$ cat src/rtl/svm_pkg.sv
// rtl/svm_pkg.sv - shared types and constants for the SVM dot-product sequencer
package svm_pkg;

    typedef enum logic [2:0] {
        ST_IDLE,
        ST_CLEAR,
        ST_STREAM,
        ST_DRAIN,
        ST_OUTPUT,
        ST_DONE
    } svm_state_e;

    localparam int MEM_LAT     = 1;
    localparam int DP_LAT      = 1;
    localparam int DRAIN_DEPTH = MEM_LAT + DP_LAT;
    localparam int MAC_SCALE   = 4;

    function automatic int mac_width(input int xlen);
        return MAC_SCALE * xlen;
    endfunction

endpackage

$ cat src/rtl/svm_addr_gen.sv
// rtl/svm_addr_gen.sv - pixel/SV counters and memory address registers for one pass
module svm_addr_gen import svm_pkg::*; #(
    parameter int NUM_OF_PIXELS = 30,
    parameter int NUM_SV        = 16,
    parameter int TADDR_W       = 5,
    parameter int SADDR_W       = 9,
    parameter int SVIDX_W       = 4
) (
    input  logic               clk,
    input  logic               rst,
    input  logic               pass_init_i,
    input  logic               sv_load_i,
    input  logic               pix_step_i,
    input  logic               sv_next_i,
    output logic [TADDR_W-1:0] test_addr_o,
    output logic [SADDR_W-1:0] sv_addr_o,
    output logic [SVIDX_W-1:0] sv_idx_o,
    output logic               last_pix_o,
    output logic               last_sv_o
);

    logic [TADDR_W-1:0] pix_q, pix_d;
    logic [SVIDX_W-1:0] sv_idx_q, sv_idx_d;
    logic [SADDR_W-1:0] base_q, base_d;
    logic [TADDR_W-1:0] taddr_q, taddr_d;
    logic [SADDR_W-1:0] saddr_q, saddr_d;

    assign last_pix_o  = (pix_q == TADDR_W'(NUM_OF_PIXELS - 1));
    assign last_sv_o   = (sv_idx_q == SVIDX_W'(NUM_SV - 1));
    assign test_addr_o = taddr_q;
    assign sv_addr_o   = saddr_q;
    assign sv_idx_o    = sv_idx_q;

    always_comb begin
        pix_d    = pix_q;
        sv_idx_d = sv_idx_q;
        base_d   = base_q;
        taddr_d  = taddr_q;
        saddr_d  = saddr_q;
        if (pass_init_i) begin
            sv_idx_d = '0;
            base_d   = '0;
        end else if (sv_next_i) begin
            sv_idx_d = sv_idx_q + 1'b1;
            base_d   = base_q + SADDR_W'(NUM_OF_PIXELS);
        end
        // Address registers lead the pixel counter by one load so they stay
        // on the last issued address once streaming stops.
        if (sv_load_i) begin
            pix_d   = '0;
            taddr_d = '0;
            saddr_d = base_q;
        end else if (pix_step_i) begin
            if (last_pix_o) begin
                pix_d = '0;
            end else begin
                pix_d   = pix_q + 1'b1;
                taddr_d = pix_q + 1'b1;
                saddr_d = saddr_q + 1'b1;
            end
        end
    end

    always_ff @(posedge clk) begin
        if (rst) begin
            pix_q    <= '0;
            sv_idx_q <= '0;
            base_q   <= '0;
            taddr_q  <= '0;
            saddr_q  <= '0;
        end else begin
            pix_q    <= pix_d;
            sv_idx_q <= sv_idx_d;
            base_q   <= base_d;
            taddr_q  <= taddr_d;
            saddr_q  <= saddr_d;
        end
    end

endmodule

$ cat src/rtl/svm_dot_sched.sv
// rtl/svm_dot_sched.sv - sequences test/SV pixel pairs into dot_prod and returns one result per SV
module svm_dot_sched import svm_pkg::*; #(
    parameter int XLEN_PIXEL    = 8,
    parameter int NUM_OF_PIXELS = 30,
    parameter int NUM_SV        = 16,
    parameter int TADDR_W       = (NUM_OF_PIXELS > 1) ? $clog2(NUM_OF_PIXELS) : 1,
    parameter int SADDR_W       = (NUM_SV * NUM_OF_PIXELS > 1) ? $clog2(NUM_SV * NUM_OF_PIXELS) : 1,
    parameter int SVIDX_W       = (NUM_SV > 1) ? $clog2(NUM_SV) : 1
) (
    input  logic                                clk,
    input  logic                                rst,
    input  logic                                start,
    output logic                                busy,
    output logic                                done,
    output logic [TADDR_W-1:0]                  test_addr,
    input  logic [XLEN_PIXEL-1:0]               test_data,
    output logic [SADDR_W-1:0]                  sv_addr,
    input  logic [XLEN_PIXEL-1:0]               sv_data,
    output logic                                dp_rst,
    output logic [XLEN_PIXEL-1:0]               dp_x_test,
    output logic [XLEN_PIXEL-1:0]               dp_x_sv,
    input  logic [mac_width(XLEN_PIXEL)-1:0]    dp_mac_out,
    output logic                                res_valid,
    input  logic                                res_ready,
    output logic [SVIDX_W-1:0]                  res_sv_idx,
    output logic [mac_width(XLEN_PIXEL)-1:0]    res_data
);

    localparam int MAC_W = mac_width(XLEN_PIXEL);

    svm_state_e         state_q, state_d;
    logic [1:0]         drain_q, drain_d;
    logic               rd_valid_q;
    logic [MAC_W-1:0]   res_data_q;
    logic [SVIDX_W-1:0] res_idx_q;

    logic               pass_init, sv_load, pix_step, sv_next, res_capture;
    logic               last_pix, last_sv;
    logic [SVIDX_W-1:0] sv_idx;

    svm_addr_gen #(
        .NUM_OF_PIXELS (NUM_OF_PIXELS),
        .NUM_SV        (NUM_SV),
        .TADDR_W       (TADDR_W),
        .SADDR_W       (SADDR_W),
        .SVIDX_W       (SVIDX_W)
    ) u_addr_gen (
        .clk         (clk),
        .rst         (rst),
        .pass_init_i (pass_init),
        .sv_load_i   (sv_load),
        .pix_step_i  (pix_step),
        .sv_next_i   (sv_next),
        .test_addr_o (test_addr),
        .sv_addr_o   (sv_addr),
        .sv_idx_o    (sv_idx),
        .last_pix_o  (last_pix),
        .last_sv_o   (last_sv)
    );

    always_comb begin
        state_d     = state_q;
        drain_d     = drain_q;
        pass_init   = 1'b0;
        sv_load     = 1'b0;
        pix_step    = 1'b0;
        sv_next     = 1'b0;
        res_capture = 1'b0;
        case (state_q)
            ST_IDLE: begin
                if (start) begin
                    pass_init = 1'b1;
                    state_d   = ST_CLEAR;
                end
            end
            ST_CLEAR: begin
                sv_load = 1'b1;
                drain_d = '0;
                state_d = ST_STREAM;
            end
            ST_STREAM: begin
                pix_step = 1'b1;
                if (last_pix) begin
                    state_d = ST_DRAIN;
                end
            end
            ST_DRAIN: begin
                // The last operand pair reaches dp_mac_out only after both the
                // memory and accumulator registers have been passed.
                if (drain_q == 2'(DRAIN_DEPTH - 1)) begin
                    res_capture = 1'b1;
                    state_d     = ST_OUTPUT;
                end else begin
                    drain_d = drain_q + 2'd1;
                end
            end
            ST_OUTPUT: begin
                if (res_ready) begin
                    if (last_sv) begin
                        state_d = ST_DONE;
                    end else begin
                        sv_next = 1'b1;
                        state_d = ST_CLEAR;
                    end
                end
            end
            ST_DONE: begin
                state_d = ST_IDLE;
            end
            default: begin
                state_d = ST_IDLE;
            end
        endcase
    end

    always_ff @(posedge clk) begin
        if (rst) begin
            state_q    <= ST_IDLE;
            drain_q    <= '0;
            rd_valid_q <= 1'b0;
            res_data_q <= '0;
            res_idx_q  <= '0;
        end else begin
            state_q    <= state_d;
            drain_q    <= drain_d;
            rd_valid_q <= (state_q == ST_STREAM);
            if (res_capture) begin
                res_data_q <= dp_mac_out;
                res_idx_q  <= sv_idx;
            end
        end
    end

    // Zero operands outside valid reads so idle and drain cycles add nothing.
    assign dp_x_test  = (rd_valid_q && !rst) ? test_data : '0;
    assign dp_x_sv    = (rd_valid_q && !rst) ? sv_data   : '0;
    assign dp_rst     = rst || (state_q == ST_CLEAR);
    assign busy       = (state_q != ST_IDLE);
    assign done       = (state_q == ST_DONE);
    assign res_valid  = (state_q == ST_OUTPUT);
    assign res_data   = res_data_q;
    assign res_sv_idx = res_idx_q;

endmodule

$ cat config.mk
export PLATFORM = sky130hd
export DESIGN_NAME = svm_dot_sched
export DESIGN_NICKNAME = d
export VERILOG_FILES = /design/src/rtl/svm_pkg.sv /design/src/rtl/svm_addr_gen.sv /design/src/rtl/svm_dot_sched.sv
export SDC_FILE = /design/constraint.sdc
export NUM_CORES = 1
export LEC_CHECK = 0
export CAP_MARGIN = 15
export CORE_MARGIN = 10
export CORE_UTILIZATION = 35
export CTS_CLUSTER_DIAMETER = 60
export DETAILED_ROUTE_END_ITERATION = 7
export PLACE_DENSITY = 0.76
export SLEW_MARGIN = 20
export SYNTH_ARGS = -nofsm -noshare
export SYNTH_HDL_FRONTEND = slang
export SYNTH_SLANG_ARGS = --single-unit
export TNS_END_PERCENT = 50
$ cat constraint.sdc
create_clock -name clk -period 1.8 [get_ports clk]
set_input_delay 0.27 -clock clk [delete_from_list [all_inputs] [get_ports clk]]
set_output_delay 0.27 -clock clk [all_outputs]
set_load 0.01 [all_outputs]
# Word-level counts from Yosys, hierarchy flattened
# Cells that the tools add are included.
word_totals:
  regBits: 74
  n_memories: 0
  latch_bits: 0
  rom_bits: 0
  ram_bits: 0
  out_inout_bits: 70
classes:
  bitwise: 1
  order_cmp: 0
  add_sub_neg: 5
  n_reduce_logical: 13
  muxes: 23
  multipliers: 0
  shift: 0
  div_mod_pow: 0
  eq_ne: 14
ops:
  columns: ["operator", "n"]
  rows:
  - ["$mux W9", 3]
  - ["$mux W8", 2]
  - ["$mux W3", 5]
  - ["$pmux W3 S5", 1]
  - ["$ne A2 B2 Y1 const B", 5]
  - ["$add A9 B1 Y9 const B", 1]
  - ["$add A9 B5 Y9 const B", 1]
  - ["$mux W1", 9]
  - ["$eq A3 B2 Y1 const B", 2]
  - ["$eq A3 B3 Y1 const B", 2]
  - ["$reduce_and A2 Y1", 3]
  - ["$add A5 B1 Y5 const B", 1]
  - ["$eq A5 B5 Y1 const B", 1]
  - ["$mux W5", 1]
  - ["$add A4 B1 Y4 const B", 1]
  - ["$eq A4 B4 Y1 const B", 1]
  - ["$pmux W2 S2", 1]
  - ["$reduce_and A4 Y1", 1]
  - ["$reduce_bool A2 Y1", 2]
  - ["$reduce_or A2 Y1", 2]
  - ["$eq A3 B1 Y1 const B", 1]
  - ["$logic_not A3 Y1", 1]
  - ["$reduce_bool A3 Y1", 1]
  - ["$add A2 B1 Y2 const B", 1]
  - ["other kinds (7)", 7]

# Logic depth before layout (Yosys ltp)
depth:
  word_depth: 4
  ltp_mapped: 8

# Modules after synthesis
# A second synthesis with hierarchy kept.
unflattened:
  cells_unflattened: 384
  hier_area_um2: 3338.2
modules_own_cells:
  columns: ["mod", "area_each_um2", "seq_area_each_um2", "cells_per_inst", "instances"]
  rows:
  - ["svm_dot_sched", 1851.8, 840.8, 222, 1]
  - ["svm_addr_gen", 1486.4, 620.6, 162, 1]

# Least setup slack after synthesis
# OpenSTA, ideal clock, no wires.
synth_timing:
  kind: "register to register"
  startpoint: "register state_q[2]"
  endpoint: "register u_addr_gen.sv_idx_q[3] (netlist: u_addr_gen.sv_idx_o[3])"
  setup_ns: 0.059
  period_less_slack_ns: 1.594
  slack_ns: 0.206
  stages_incl_launch_ff: 6
  t_arrival_ns: 1.534
  cell_sequence: "dfxtp_1 -> buf_4 -> nor3b_4 -> nand3_2 -> or4_1 -> nand2_1"
synth_between:
  elab_cells_between_ends: 5
  cone_classes: "eq/ne: 1; mux: 2; reduce/logical: 2"
synth_lines:
  columns: ["item", "line_no", "rtl"]
  rows:
  - ["start: declaration", "svm_dot_sched.sv:31", "svm_state_e state_q, state_d;"]
  - ["start signal: assignment", "svm_dot_sched.sv:124", "state_q <= state_d;"]
  - ["$eq A3 B3 Y1", null, null]
  - ["named net res_valid", "svm_dot_sched.sv:23", "output logic res_valid,"]
  - ["$mux W1", "svm_dot_sched.sv:69", "case (state_q)"]
  - ["end signal: assignment", "svm_addr_gen.sv:73", "sv_idx_q <= sv_idx_d;"]
  - ["end: declaration", "svm_addr_gen.sv:23", "logic [SVIDX_W-1:0] sv_idx_q, sv_idx_d;"]
# The timed path passes the listed nets, and every way through them passes these cells.
# A chain may end at the register's enable or synchronous reset.

# Worst setup path after layout
layout_timing:
  startpoint: "register state_q[0]"
  endpoint: "output res_valid"
layout_between:
  elab_chain_len: 1
layout_rtl:
  columns: ["item", "line_no", "rtl"]
  rows:
  - ["$eq A3 B3 Y1", "svm_dot_sched.sv:140", "assign res_valid = (state_q == ST_OUTPUT);"]
  - ["end: declaration", "svm_dot_sched.sv:23", null]
# Every way passes these cells.

==> results_dict.tcl <==
set metrics [dict create \
    outcome "complete, no violations" \
    syn_area_um2 3220 \
    ys_seq_elements 73 \
    fin_crit_ns 1.73 \
    rows 34 \
    gp_congestion 0.828 \
    antenna_cells 0 \
    intPower_mw 2.60 \
    yosysMostFrequentCell "nand2_1" \
    tightestPinTransition_ns 0.396 \
    worst_ep_arrival_time_ns 1.46 \
    antenna_found_initial 0 \
    place_ws_ns 0.0256 \
    synthTopCellsByArea "dfxtp_1 45%, nand2_1 10%, a21oi_1 8.7%" \
    worstHoldPathType "in -> reg" \
    cts.sinks 73 \
    r2r-end "u_addr_gen.test_addr_o[2]$_SDFFE_PP0P_" \
    timing.hold.ws_ns 0.179 \
    skew_ns 0.00929 \
    design_area_um2 4780 \
    reg2reg_depth 5 \
    fin_util 0.540 \
    ys.flop_type "dfxtp_1" \
    max-vdd-ir-drop_uv 307 \
    p_leak_nw 1.70 \
    yosysSeqAreaShare 0.453 \
    worstHoldEndpoint "state_q[2]$_SDFFE_PP0P_" \
    synth_edf_count 0 \
    synth.avg_cell_area_um2 8.20 \
    pwr-share-comb 0.096 \
    maxSlewHeadroom 0.736 \
    worst_slack_ns 0.0732 \
    nFillCells 835 \
    hold_path_depth 2 \
    grt-ovfl-total 0 \
    maxCapViolations 0 \
    drt_iter0_markers 221 \
    grt_max_degree 37 \
    clockRootBuffer "clkbuf_8" \
    finalCritPeriodShare 0.959 \
    hold_violations 0 \
    wl_per_cell_um 14.8 \
    critPathKind "reg -> out" \
    grt_pass1_wl_mm 15.0 \
    io-pin-count 122 \
    tritoncts.num_buffers 9 \
    drv_slew 0 \
    area_delta_synth_final_pct 48.2 \
    clkLatencyLatePin_ns 0.34 \
    power_density_nw_per_um2 708 \
    p_total_mw 3.38 \
    grt_pass1_vias 3160 \
    r2r-start "state_q[1]$_SDFFE_PP0P_" \
    end_kind "primary output" \
    cp.required_ns 1.53 \
    switching_share 0.233 \
    coreArea_um2 8850 \
    yosys.area.top_type "dfxtp_1" \
    grtUsageTotal 0.138 \
    setup_viol_count_final 0 \
    cts.path.max_buffers 2 \
    worstPathMaxFanout 6 \
    netlist.area_leader.share 0.453 \
    cp-start-kind "register" \
    tns_ns 0 \
    final-instance-count-excl-fill 631 \
    yosysUniqueCellTypes 50 \
    htreeDepth 3 \
    vias 3113 \
    dieWidth_um 116 \
    async_reset_ff_frac 0 \
    fmax_mhz 579 \
    p_seq_frac 0.487 \
    switchingPower_mw 0.789 \
    yosys-top-cells-count "89 x nand2_1, 73 x dfxtp_1, 56 x a21oi_1" \
    rsz0062_at_grt "no" \
    min-delay-start "rst" \
    cts_tree "done" \
    path_clk_slew_ns 0.08 \
    drive_gt1_frac 0.107 \
    dp.cells 615 \
    p_clk_frac 0.417 \
    initial_utilization 0.364 \
    port_buffers 121 \
    ys_warn_count 0 \
    vias_per_cell 4.93 \
    place_hpwl_mm 7.15 \
    dpl-instance-area_um2 4580 \
    drtPass1Iterations 6 \
    dieArea_um2 13500 \
    fin_nets 576 \
    ant_nets 0 \
    fp.dieH_um 116 \
    synth_cells 393 \
    routed_wl_mm 9.33 \
    synth_nets 451 \
    r2r_setup_slack_ns 0.10 \
    remaining_drc_errors 0 \
]
[what timing repair did]
| item | CTS | global route |
|---|---|---|
| endpoints found under the setup margin | 20 | 30 |
| setup buffers | 0 | 0 |
| gates resized for setup | 23 | 3 |
| pin swaps | 0 | 0 |
| hold buffers | 0 | 0 |
[how the worst max path moves through the flow]
stage	depth (start not counted)	slack [ns]	start	endpoint
after floorplan	5	0.21	state_q[2]$_SDFFE_PP0P_	u_addr_gen.sv_idx_o[3]$_SDFFE_PP0P_
after global placement	5	0.03	start	u_addr_gen.sv_idx_o[3]$_SDFFE_PP0P_
after detailed placement	5	0.03	start	u_addr_gen.sv_idx_o[3]$_SDFFE_PP0P_
after CTS	3	0.03	state_q[0]$_SDFFE_PP0P_	res_valid
after global routing	5	0.003	state_q[1]$_SDFFE_PP0P_	u_addr_gen.test_addr_o[2]$_SDFFE_PP0P_
final	3	0.07	state_q[0]$_SDFFE_PP0P_	res_valid
[power groups by stage]
| stage | logic [mW] | registers (mW) | clock network (mW) |
|---|---|---|---|
| after CTS | 0.326 | 1.65 | 1.47 |
| after global placement | 0.327 | 1.68 | 0 |
| after global routing | 0.350 | 1.65 | 1.53 |
| final | 0.324 | 1.65 | 1.41 |
| after detailed placement | 0.332 | 1.69 | 0 |
| after floorplan | 0.138 | 1.68 | 0 |
[final cells by class]
| type | count | area (um2) | area share |
|---|---|---|---|
| Clock buffer | 9 | 124 | 0.0259 |
| Clock inverter | 7 | 93.8 | 0.0196 |
| Inverter | 7 | 26.3 | 0.00550 |
| Multi-Input combinational cell | 286 | 1600 | 0.335 |
| Sequential cell | 73 | 1470 | 0.307 |
| Tap cell | 108 | 135 | 0.0283 |
| Timing Repair Buffer | 141 | 1330 | 0.279 |
[per-layer routing]
layer,track usage,vias to the layer above,share of wire
met3,0.0377,13,0.069
met2,0.246,89,0.51
met4,0.0634,0,0.016
li1,-,1592,-
met1,0.150,1419,0.41
met5,0,-,0
[kinds of logic after synthesis]
group                      after synthesis  synth area share
and+or+nand+nor                        183             0.289
AOI/OAI and AO/OA                       86             0.153
DFF                                     73             0.453
buffers and inverters                   34            0.0516
xor gates and xnor gates                10            0.0272
adders and majority gates                6            0.0233
muxes                                    1           0.00310
[worst max-delay path, cell delays in order (launching register included)]
cell and delay, ns:
dfxtp_2 0.35, buf_4 0.16, nor3b_4 0.30, clkdlybuf4s15_1 0.30
[cells in the final DEF, fill, tap and decap left out, types with 2 or more instances in the layout]
cell,instances
a21o_1,2
buf_4,20
o21ai_0,6
nand4_1,7
nor4b_1,2
o311ai_0,2
bufinv_16,2
nor3b_1,2
dfxtp_1,70
xor2_1,5
dfxtp_2,3
nor2_1,21
clkinvlp_4,2
nor3_1,3
clkinv_2,2
ha_1,6
and2_1,16
clkdlybuf4s50_1,100
clkbuf_8,9
xnor2_1,5
nand3_1,10
inv_1,7
or2_2,2
dlygate4sd2_1,19
nand2b_1,2
or3_1,7
a31oi_1,3
a21oi_1,56
a211oi_1,4
nand2_1,89
a22oi_1,6
or4_1,3
nor3b_2,2
nor4_2,4
o211ai_1,3
[sequential cells by signal (all words and copies together), names as in the netlist]
name / cells
u_addr_gen.sv_addr_o: 9
rd_valid_q: 1
res_data: 32
res_sv_idx: 4
u_addr_gen.base_q: 8
drain_q: 2
u_addr_gen.sv_idx_o: 4
u_addr_gen.pix_q: 5
state_q: 3
u_addr_gen.test_addr_o: 5
Power figures use the tool's default switching activity.
